==> config.mk <==
export PLATFORM = sky130hd
export DESIGN_NAME = imem_loader
export DESIGN_NICKNAME = d
export VERILOG_FILES = /design/src/rtl/imem_loader.sv
export SDC_FILE = /design/constraint.sdc
export NUM_CORES = 1
export LEC_CHECK = 0
export BUFFER_PORTS_ARGS = -buffer_cell sky130_fd_sc_hd__buf_2
export CORE_UTILIZATION = 51
export DETAILED_ROUTE_END_ITERATION = 8
export GPL_ROUTABILITY_DRIVEN = 0
export PLACE_DENSITY = 0.81
export RECOVER_POWER = 100
export SLEW_MARGIN = 20
export SYNTH_ARGS = -nofsm -noshare
export SYNTH_HDL_FRONTEND = slang
export SYNTH_SLANG_ARGS = --single-unit
==> constraint.sdc <==
create_clock -name clk -period 2.2 [get_ports clk]
set_input_delay 0.44 -clock clk [delete_from_list [all_inputs] [get_ports clk]]
set_output_delay 0.44 -clock clk [all_outputs]
set_load 0.01 [all_outputs]
==> src/rtl/imem_loader.sv <==
`default_nettype none
// ============================================================================
// imem_loader : fills instruction memory from a byte stream, holding the core
//               in reset until the load completes.  Revision: 1.0
// ============================================================================
module imem_loader #(
   parameter int unsigned            addBusWidth  = 20,
   parameter int unsigned            width        = 16,
   parameter logic [addBusWidth-1:0] startAddress = 'h20
) (
   input  logic                   clk,
   input  logic                   rst,
   input  logic                   start,
   input  logic                   in_valid,
   input  logic [7:0]             in_data,
   output logic                   in_ready,
   output logic                   memWR,
   output logic [addBusWidth-1:0] addWR,
   output logic [width-1:0]       dataWR,
   output logic                   cpu_hold,
   output logic                   done,
   output logic [15:0]            words_loaded
);

   typedef enum logic [2:0] {
      S_IDLE   = 3'd0,
      S_CNT_LO = 3'd1,
      S_CNT_HI = 3'd2,
      S_DAT_LO = 3'd3,
      S_DAT_HI = 3'd4,
      S_WRITE  = 3'd5,
      S_DONE   = 3'd6
   } state_t;

   state_t                 r_state;
   logic [15:0]            r_count;
   logic [7:0]             r_word_lo;
   logic [addBusWidth-1:0] r_addr;
   logic                   w_xfer;

   assign w_xfer = in_valid && in_ready;

   // in_ready is registered, so it is set on the edge that enters a receive state.
   always_ff @(posedge clk) begin
      if (rst) begin
         r_state      <= S_IDLE;
         r_count      <= 16'd0;
         r_word_lo    <= 8'd0;
         r_addr       <= '0;
         in_ready     <= 1'b0;
         memWR        <= 1'b0;
         addWR        <= '0;
         dataWR       <= '0;
         cpu_hold     <= 1'b0;
         done         <= 1'b0;
         words_loaded <= 16'd0;
      end else begin
         memWR <= 1'b0;
         done  <= 1'b0;
         case (r_state)
            S_IDLE: begin
               if (start) begin
                  r_state      <= S_CNT_LO;
                  in_ready     <= 1'b1;
                  cpu_hold     <= 1'b1;
                  words_loaded <= 16'd0;
                  r_addr       <= startAddress;
               end
            end
            S_CNT_LO: begin
               if (w_xfer) begin
                  r_count[7:0] <= in_data;
                  r_state      <= S_CNT_HI;
               end
            end
            S_CNT_HI: begin
               if (w_xfer) begin
                  r_count[15:8] <= in_data;
                  if ({in_data, r_count[7:0]} == 16'd0) begin
                     r_state  <= S_DONE;
                     in_ready <= 1'b0;
                  end else begin
                     r_state <= S_DAT_LO;
                  end
               end
            end
            S_DAT_LO: begin
               if (w_xfer) begin
                  r_word_lo <= in_data;
                  r_state   <= S_DAT_HI;
               end
            end
            S_DAT_HI: begin
               if (w_xfer) begin
                  memWR    <= 1'b1;
                  addWR    <= r_addr;
                  dataWR   <= {in_data, r_word_lo};
                  in_ready <= 1'b0;
                  r_state  <= S_WRITE;
               end
            end
            S_WRITE: begin
               r_addr       <= r_addr + 1'b1;
               words_loaded <= words_loaded + 16'd1;
               if ((words_loaded + 16'd1) == r_count) begin
                  r_state <= S_DONE;
               end else begin
                  r_state  <= S_DAT_LO;
                  in_ready <= 1'b1;
               end
            end
            S_DONE: begin
               done     <= 1'b1;
               cpu_hold <= 1'b0;
               r_state  <= S_IDLE;
            end
            default: begin
               r_state  <= S_IDLE;
               in_ready <= 1'b0;
               cpu_hold <= 1'b0;
            end
         endcase
      end
   end

endmodule
`default_nettype wire

# Word level (Yosys, flattened, before mapping)
# Cells that the tools add are included.
dict set report word_totals {
  ff_bits 103
  wordCells 67
}
dict set report op_classes {
  addsub 2
  eq_ne 14
  n_mux 21
  bitwise 3
  n_reduce_logical 15
}
# operator n
set ops {}
lappend ops {{20-bit case mux with 2 select lines} 1}
lappend ops {{16-bit case mux with 2 select lines} 1}
lappend ops {{3-bit 2-to-1 mux} 7}
lappend ops {{20-bit by 1-bit adder with 20-bit output (second input constant)} 1}
lappend ops {{20-bit 2-to-1 mux} 1}
lappend ops {{3-bit case mux with 6 select lines} 1}
lappend ops {{16-bit by 1-bit adder with 16-bit output (second input constant)} 1}
lappend ops {{16-bit == test} 1}
lappend ops {{16-bit zero test} 1}
lappend ops {{16-bit 2-to-1 mux} 1}
lappend ops {{2-bit inequality test (second input constant)} 7}
lappend ops {{2-bit AND reduction} 6}
lappend ops {{3-bit == test (second input constant)} 3}
lappend ops {{1-bit 2-to-1 mux} 7}
lappend ops {{3-bit by 2-bit == test with 1-bit output (second input constant)} 2}
lappend ops {{6-bit AND reduction} 1}
lappend ops {{1-bit case mux with 5 select lines} 1}
lappend ops {{5-bit AND reduction} 1}
lappend ops {{5-bit OR reduction} 1}
lappend ops {{3-bit by 1-bit == test with 1-bit output (second input constant)} 1}
lappend ops {{3-bit zero test} 1}
lappend ops {{1-bit inverter} 3}
lappend ops {{3-bit OR reduction} 1}
lappend ops {{1-bit case mux with 2 select lines} 1}
lappend ops {{other kinds (3)} 3}

# Logic depth before layout (Yosys ltp)
dict set report depth {
  ltp_word 4
  depth_mapped 9
}

# Least setup slack after synthesis
# Ideal clock, no wire load.
dict set report synth_path {
  path_kind {register -> register}
  startpoint {register words_loaded[0]}
  endpoint {register in_ready}
  setup_time_ps 125
  arrival_ps 2064
  required_ps 2075
  slack_ps 10
  path_stages_with_launch 8
  path_buffers 0
  period_less_slack_ps 2190
  path_cell_list {dfxtp_1 ha_1 nand3_2 or4_4 mux2i_1 o22ai_1 nor4_2 a21oi_1}
}
dict set report synth_between {
  elab_chain_len 4
}
# element line
set synth_rtl {}
lappend synth_rtl {{from (decl)} 22} ;# output logic [15:0] words_loaded
lappend synth_rtl {{from (signal assigned)} 104} ;# words_loaded <= words_loaded + 16'd1;
lappend synth_rtl {{16-bit by 1-bit adder with 16-bit output} 105} ;# if ((words_loaded + 16'd1) == r_count) begin
lappend synth_rtl {{16-bit == test} 105}
lappend synth_rtl {{2-bit inequality test (no source line)} --}
lappend synth_rtl {{6-bit AND reduction (no source line)} --}
lappend synth_rtl {{to (signal assigned)} 98} ;# in_ready <= 1'b0;
lappend synth_rtl {{to (signal assigned)} 109} ;# in_ready <= 1'b1;
lappend synth_rtl {{to (signal assigned)} 119} ;# in_ready <= 1'b0;
lappend synth_rtl {{to (decl)} 16} ;# output logic in_ready,
# No other way between the ends.
# A chain may end at the register's enable or synchronous reset.

# Worst setup path after layout
dict set report layout_path {
  startpoint {register words_loaded[1]}
  endpoint {register in_ready}
}
# The elaborated chain is that of the path after synthesis.

==> metrics.csv <==
metric,value,unit
row count,34,
First-pass DRT Iterations,5,
Initial DRC Count,331,
Synth Net Count,617,
Inserted Clock Buffers,9,
top_reg_cell synth,dfxtp_1,
pin count of the biggest net entering global routing,46,
total core area,8890,um2
Die Area,9720,um2
sequential area share after synthesis,43.3,%
"reg-to-reg slack, setup",0.08,ns
Yosys reg bits,103,
DR WL/cell,15.5,um
min cycle time layout,2.12,ns
Final setup violation count,0,
combinational fraction of design power,7.1,%
total negative slack,0,ns
Async SR Flop Fraction,0,%
Min Hold Slack,0.315,ns
Mapped Area,4760,um2
Post-CTS Setup Bufs,0,
Die Width,98.6,um
R2R Path End,in_ready,
Clock transition at path regs,0.10,ns
share of layout cells above drive strength 1,10.7,%
DR vias,4630,
first-pass GRT wire length,20200,um
Net Switching,0.834,mW
post-DP HPWL,8650,um
port bufs,67,
Final period util,96.3,%
Worst EP arrival,2.38,ns
synth warn,0,
synth unique cells,52,
final WL,12100,um
Reg-to-Reg Start,words_loaded[1],
dpl cell area,5300,um2
Initial Util,53.5,%
VDD IR-drop max,0.000468,V
"Power, Total",3.24,mW
fin. max-slew vios,0,
status,"finished, final reports clean",
n_diodes,0,
grt ovf,0,
clk_lat worst skew,0.37,ns
syn_area_per_cell,7.89,um2
initial antenna violation count,0,
htree depth,3,
Die H,98.6,um
Hold Startpoint,rst,
DRC,0,
CTS Buffer Depth,2,
io pins,68,
Routed Antenna Nets,0,
RSZ-0062 raised after global routing,true,
CP Capture Type,flip-flop,
Int Pwr,2.40,mW
Syn-to-layout area delta,12.9,%
CTS root buf,clkbuf_8,
f_max,0.472,GHz
Clk pwr share,33.9,%
vias in the first global route,4290,
Crit Path Max Fanout,6,
maxcap violations,0,
Slew @ Worst Pin,0.861,ns
Post-synth EDFFs,0,
vias per cell,5.91,
CP required,2.46,ns
P_leak,1.80,nW
Critical Path Source,words_loaded[1],
Setup CP Type,reg2reg,
Worst Hold Class,in2reg,
CTS tree,yes,
GRT Overall Usage,25.5,%
startpoint types,flip-flop,
hold buffer count at cts,0,
Synth Instances,603,
Fin. Hold Viols,0,
clock sink count,103,
Final Net Count,685,
sequential cell fraction of total power,59.0,%
hold worst-path end,r_state[1],
Final Skew,0.0140,ns
fin area,5370,um2
pwr/cell area,603,nW/um2
FF-to-FF path depth,7,
Net Sw Frac,25.8,%
Max transition margin,42.6,%
Min-Delay Path Depth,2,
Post-CTS Resized,0,
==> cell type report <==
| type | instances | area, um2 |
|---|---|---|
| clock buffer | 11 | 141 |
| clock inverter | 5 | 41.3 |
| fill | 818 | 3520 |
| inverter | 7 | 27.5 |
| multi-input combinational | 451 | 2480 |
| sequential | 103 | 2060 |
| tap | 108 | 135 |
| timing repair buffer | 99 | 480 |
==> power groups by stage <==
| stage | Combinational [mW] | Clock, mW | Sequential, mW |
|---|---|---|---|
| final | 0.229 | 1.10 | 1.91 |
| after global placement | 0.229 | 0 | 1.95 |
| after floorplan | 0.156 | 0 | 1.94 |
| after detailed placement | 0.237 | 0 | 1.95 |
| after global routing | 0.252 | 1.20 | 1.91 |
| after CTS | 0.238 | 1.12 | 1.91 |
==> state kept, by name, indices dropped and copies added, names as in the netlist <==
signal and count:
dataWR 16, done 1, r_word_lo 8, r_state 3
memWR 1, in_ready 1, addWR 20, r_addr 20
cpu_hold 1, r_count 16, words_loaded 16
==> stage by stage <==
| step | setup slack, ns | instances | utilization [%] |
|---|---|---|---|
| after floorplan | 0.0105 | 603 | - |
| final | 0.0805 | 784 | 60.4 |
| after global routing | -0.00588 | 784 | 60.4 |
| after CTS | 0.127 | 784 | 61.6 |
| after detailed placement | 0.158 | 768 | 59.6 |
| after global placement | 0.216 | 768 | 59.6 |
==> placed cells by master, fill, tap and decap left out, types with 3 or more instances in the layout <==
master,n
nand2_1,114
a31oi_1,10
nand2b_1,4
a22oi_1,6
clkbuf_8,10
o21ai_0,19
xor2_1,9
o211ai_1,5
clkbuf_2,3
xnor2_1,12
nor4_2,4
a21oi_1,76
buf_2,21
inv_1,6
and2_1,3
a211oi_1,4
dfxtp_1,102
a311oi_1,7
nor3_1,13
or3_1,7
nor4_1,8
and3_1,5
mux2i_1,19
or4_1,3
clkbuf_1,55
buf_4,21
nand3_1,25
nand4_1,10
o21a_1,4
nor2_1,57
==> cells by family (layout without fill, tap and decap cells) <==
kind of cell / after synthesis / in the layout / share of synthesized area [%]
AND/OR/NAND/NOR: 269 / 269 / 27.0
flip-flops: 103 / 103 / 43.3
AO/OA/AOI/OAI: 140 / 140 / 17.1
adder cells (fa/ha/maj): 2 / 2 / 0.526
multiplexers: 19 / 19 / 4.00
XOR/XNOR: 21 / 21 / 3.87
buffers and inverters: 49 / 122 / 4.16
==> how the worst max path moves through the flow <==
| stage | to | cells after the start |
|---|---|---|
| 2_1_floorplan | in_ready | 7 |
| 3_3_place_gp | in_ready | 7 |
| 3_5_place_dp | in_ready | 7 |
| 4_1_cts | in_ready | 8 |
| 5_1_grt | in_ready | 8 |
| 6_report | in_ready | 7 |
==> layer usage <==
layer  vias up  routed length, um  GRT usage (%)
met3        30                671           3.83
met4         0                327           11.4
met5         -                  0              0
li1       2246                  -              -
met2       178               6090           44.7
met1      2176               5050           31.1
==> cells in the mapped netlist (2+ instances only) <==
| cell type | number | area (um2) |
|---|---|---|
| dfxtp_1 | 103 | 2060 |
| inv_1 | 6 | 22.5 |
| and2_1 | 3 | 18.8 |
| nor2b_1 | 2 | 12.5 |
| a311oi_1 | 7 | 61.3 |
| clkbuf_1 | 32 | 120 |
| nand2b_1 | 4 | 25.0 |
| a31oi_1 | 10 | 62.6 |
| xnor2_1 | 12 | 105 |
| o21a_1 | 4 | 30.0 |
| mux2i_1 | 19 | 190 |
| nor3_2 | 2 | 20.0 |
| nor4_2 | 3 | 37.5 |
| o211ai_1 | 5 | 37.5 |
| nand3_1 | 25 | 125 |
| nor2_1 | 57 | 214 |
| o31a_1 | 2 | 17.5 |
| ha_1 | 2 | 25.0 |
| or3_1 | 7 | 43.8 |
| nand2_1 | 114 | 428 |
| buf_2 | 8 | 40.0 |
| nand4_1 | 10 | 62.6 |
| nand3_2 | 2 | 20.0 |
| o21ai_0 | 19 | 95.1 |
| a21oi_1 | 76 | 380 |
| a22oi_1 | 6 | 45.0 |
| nor3_1 | 12 | 60.1 |
| o22ai_1 | 2 | 12.5 |
| nor4_1 | 8 | 50.1 |
| and3_1 | 5 | 31.3 |
| xor2_1 | 9 | 78.8 |
| or4_1 | 3 | 22.5 |
| and4_1 | 2 | 17.5 |
| a211oi_1 | 4 | 30.0 |
==> critical path, stage by stage, from the launching register on <==
cell and delay (ns):
dfxtp_1 0.35, buf_4 0.14, and4_1 0.33, nand2_1 0.18
nor4_1 0.34, o211ai_1 0.20, nor4_2 0.36, a21oi_1 0.11
Note: power is estimated with default switching activity, not from simulation.
